File: src/rtl/uart_echo_checker_pkg.sv
// Shared types and constants for the UART echo checker.
package uart_echo_checker_pkg;

    typedef enum logic [1:0] {IDLE, SEND, WAIT, DONE} checkerStateT;

    // Right-shifting Galois feedback masks for maximal-length sequences.
    localparam logic [7:0]  LfsrTaps8  = 8'hb8;
    localparam logic [15:0] LfsrTaps16 = 16'hb400;

    function automatic logic [15:0] lfsrTaps(input int width);
        case (width)
            8:       return {8'h00, LfsrTaps8};
            16:      return LfsrTaps16;
            default: return 16'h0000;
        endcase
    endfunction

    // Bits needed to hold any value in 0..maxValue.
    function automatic int counterWidth(input int maxValue);
        return (maxValue < 2) ? 1 : $clog2(maxValue + 1);
    endfunction

endpackage

File: src/rtl/uart_echo_checker_pattern.sv
// Expected-byte generator: incrementing by default, Galois LFSR when
// UART_ECHO_CHECKER_LFSR_EN is defined.
module echo_pattern_gen
    import uart_echo_checker_pkg::*;
#(
    parameter int                   DataWidth = 8,
    parameter logic [DataWidth-1:0] Seed      = 8'h7a
) (
    input  logic                 Clock,
    input  logic                 Reset,
    input  logic                 load,
    input  logic                 advance,
    output logic [DataWidth-1:0] pattern
);

`ifdef UART_ECHO_CHECKER_LFSR_EN
    // An all-zero LFSR state never leaves zero, so a zero seed starts at one.
    localparam logic [DataWidth-1:0] StartValue = (Seed == '0) ? DataWidth'(1) : Seed;
    localparam logic [DataWidth-1:0] Taps       = DataWidth'(lfsrTaps(DataWidth));

    function automatic logic [DataWidth-1:0] nextPattern(input logic [DataWidth-1:0] v);
        return (v >> 1) ^ (v[0] ? Taps : '0);
    endfunction
`else
    localparam logic [DataWidth-1:0] StartValue = Seed;

    function automatic logic [DataWidth-1:0] nextPattern(input logic [DataWidth-1:0] v);
        return v + DataWidth'(1);
    endfunction
`endif

    always_ff @(posedge Clock) begin
        if (!Reset) begin
            pattern <= StartValue;
        end else if (load) begin
            pattern <= StartValue;
        end else if (advance) begin
            pattern <= nextPattern(pattern);
        end
    end

endmodule

File: config.mk
export PLATFORM = sky130hd
export DESIGN_NAME = echo_pattern_gen
export DESIGN_NICKNAME = d
export VERILOG_FILES = /design/src/rtl/uart_echo_checker_pkg.sv /design/src/rtl/uart_echo_checker_pattern.sv
export SDC_FILE = /design/constraint.sdc
export NUM_CORES = 1
export LEC_CHECK = 0
export BUFFER_PORTS_ARGS = -buffer_cell sky130_fd_sc_hd__buf_4
export CELL_PAD_IN_SITES_DETAIL_PLACEMENT = 1
export CELL_PAD_IN_SITES_GLOBAL_PLACEMENT = 1
export CORE_AREA = 8 8 45 47
export DETAILED_ROUTE_END_ITERATION = 6
export DIE_AREA = 0 0 53 55
export GPL_ROUTABILITY_DRIVEN = 0
export PLACE_DENSITY = 0.58
export SYNTH_ARGS = -nofsm -noshare
export SYNTH_HDL_FRONTEND = slang
export SYNTH_SLANG_ARGS = --single-unit
File: constraint.sdc
create_clock -name Clock -period 1.5 [get_ports Clock]
set_input_delay 0.15 -clock Clock [delete_from_list [all_inputs] [get_ports Clock]]
set_output_delay 0.15 -clock Clock [all_outputs]
set_load 0.03 [all_outputs]
==> reports/metrics.cfg <==
[grt]
first_global_vias=327
grt_usage_pct=7.127
grt_max_degree=6
antenna_found_initial=0
grt_pass1_wl_mm=1.435
overflow=0

[worst_setup_path]
startpoint=pattern[0]
worstSetupPathType=reg2reg
crit_fanout=4
rrSetupSlack_ns=0.23
reg2reg_to=pattern[6]
reg2reg_from=pattern[0]
endpoint=pattern[6]
crit_path_end_kind=register
crit_required_ns=1.70
cp-start-kind=register
reg2reg_depth=4
cp.arrival_ns=1.47

[cells_and_area]
final_cells=67
area_growth_pct=36.50
largest_register=pattern
largest_reg_flops=8
diodes=0
reg.largest.list=pattern (8)
drive_above_1_share_pct=29.41
nets=58
nFillCells=172

[yosys]
ys_seq_area_share_pct=46.72
synth_top_family_by_area=simple AND/OR/NAND/NOR gates
synth-simple-area-share_pct=27.74
yosys_warnings=0
synth_ff_type=dfxtp_1
syn_area_per_cell_um2=9.266
ys_seq_elements=8
synth.distinct_cells=19
synth_xor_xnor_area_share_pct=10.22
async_flop_share_pct=0
yosysTopAreaCell=dfxtp_1
synth_commonest_cells=dfxtp_1 (8), nand2_1 (5), xnor2_1 (3)
synth_compound_area_share_pct=6.569
yosys.area.top_type_share_pct=46.72
yosysMostFrequentCell=dfxtp_1
synth_nets=42
synth_fa_ha_area_share_pct=3.650
synthMuxAreaShare_pct=2.920
syn_inst=37
synth.cell_area_um2=342.8
synth_area_leaders=dfxtp_1 (47%), xnor2_1 (7.7%), nand2_1 (5.5%)
synth_edf_count=0

[cts]
root_buffer=clkbuf_4
clock_sink_count=8
cts_buffers=3
insertion_delay_ns=0.26
post_cts_buffers=0
cts_tree=yes
clock_tree.buffer_depth=2
cts-resized-gates=0
clk_pin_slew_ns=0.06
cts_hold_buf=0
h-tree-depth=1

[power_and_ir_drop]
ir_worst_vdd_mv=0.3795
power_density_nw_per_um2=896.8
p_leak_nw=0.2068

[floorplanning]
die_x_um=53
initial_utilization_pct=24.77
die_height_um=55
rows=14
dieArea_um2=2915
fp.coreArea_um2=1384
io_pins=12

[placement]
dp.cells=64
io_buffers=11

[route]
drt.antenna.violating_nets=0
routed-wl-met3_um=97
first_iter_violations=4
dr_total_vias=315
wire_per_inst_um=12.37
met1_length_um=364
viasPerCell=4.701
dr_wl_met2_um=359
highest_layer=met4
drt_pass1_iterations=2
routed_wl_um=829
route.detailed.drc=0

[timing]
rsz0062_at_grt=false
setup_viol=0
fin_tns_setup_ns=0
tightest_slew_ns=0.4092
skew_ns=0.001811
fin_crit_ns=1.267
max_freq_mhz=789.5
finalCritPeriodShare_pct=84.44
report.final.slew_viol_count=0
hold_violations=0
slew_headroom_pct=72.66

[job]
drv.max_cap_violation_count=0

[run_status]
status=complete, no violations

[hold_path]
min_path_type=in2reg
hold_depth=3

==> routing by layer <==
metal / track usage, % / up-vias
met5: 0 / -
met4: 3.879 / 0
met1: 7.055 / 143
li1: - / 158
met3: 5.615 / 2
met2: 10.55 / 12
==> worst min path at each step <==
stage,start,endpoint
floorplan,advance,pattern[1]
global placement,load,pattern[1]
detailed placement,advance,pattern[1]
CTS,advance,pattern[1]
global route,load,pattern[4]
finish,load,pattern[3]
==> per-stage QoR <==
stage / utilization (%) / power (W) / area, µm² / setup WS [ns] / hold WS (ns)
after detailed placement: 32.19 / 0.0002544 / 445.4 / 0.2329 / 0.4342
final: 33.82 / 0.0004196 / 467.9 / 0.2334 / 0.1625
after global routing: 33.82 / 0.0004412 / 467.9 / 0.1410 / 0.1746
after floorplan: - / 0.0002388 / 342.8 / 0.08718 / 0.2820
after global placement: 32.19 / 0.0002542 / 445.4 / 0.2659 / 0.4361
after CTS: 33.82 / 0.0004293 / 467.9 / 0.2154 / 0.1644
==> critical path, stage by stage (launching register included) <==
cell     delay [ns]
dfxtp_1        0.41
ha_1           0.19
nand4_1        0.15
or3_1          0.37
nand3_1        0.09
==> layout by cell type, fill, tap and decap left out <==
cell and n:
or3_1 2, o21ai_0 2, nand2_1 5, nand2b_1 1, nand4_2 1, xnor2_1 3, buf_4 11, nand3_1 1
mux2i_1 1, inv_1 2, a21oi_1 1, nor4_1 1, clkbuf_4 3, dfxtp_1 8, nand4_1 2, nor2_1 2
xor2_1 1, o31ai_1 1, nand3b_1 1, ha_1 1, nor2b_1 1
==> area by class of cell <==
class	count	area, µm²	area share (%)
multi-input combinational	27	175.2	37.43
clock buffer	3	22.52	4.813
tap	16	20.02	4.278
inverter	2	7.507	1.604
sequential	8	160.2	34.22
timing repair buffer	11	82.58	17.65
==> kinds of logic after synthesis <==
logic type	count (synthesis)
AND/OR/NAND/NOR	17
buffers and inverters	2
AO/OA/AOI/OAI	4
adder cells (fa/ha/maj)	1
XOR/XNOR	4
multiplexers	1
flip-flops	8
==> where the power goes <==
part | leakage (nW) | total (W) | switching [W] | internal [W]
Clock | 0.0138 | 0.000170 | 0.0000785 | 0.0000919
Combinational | 0.128 | 0.0000310 | 0.0000164 | 0.0000146
Sequential | 0.0648 | 0.000218 | 0.00000323 | 0.000215
(Power assumes the default switching activity.)
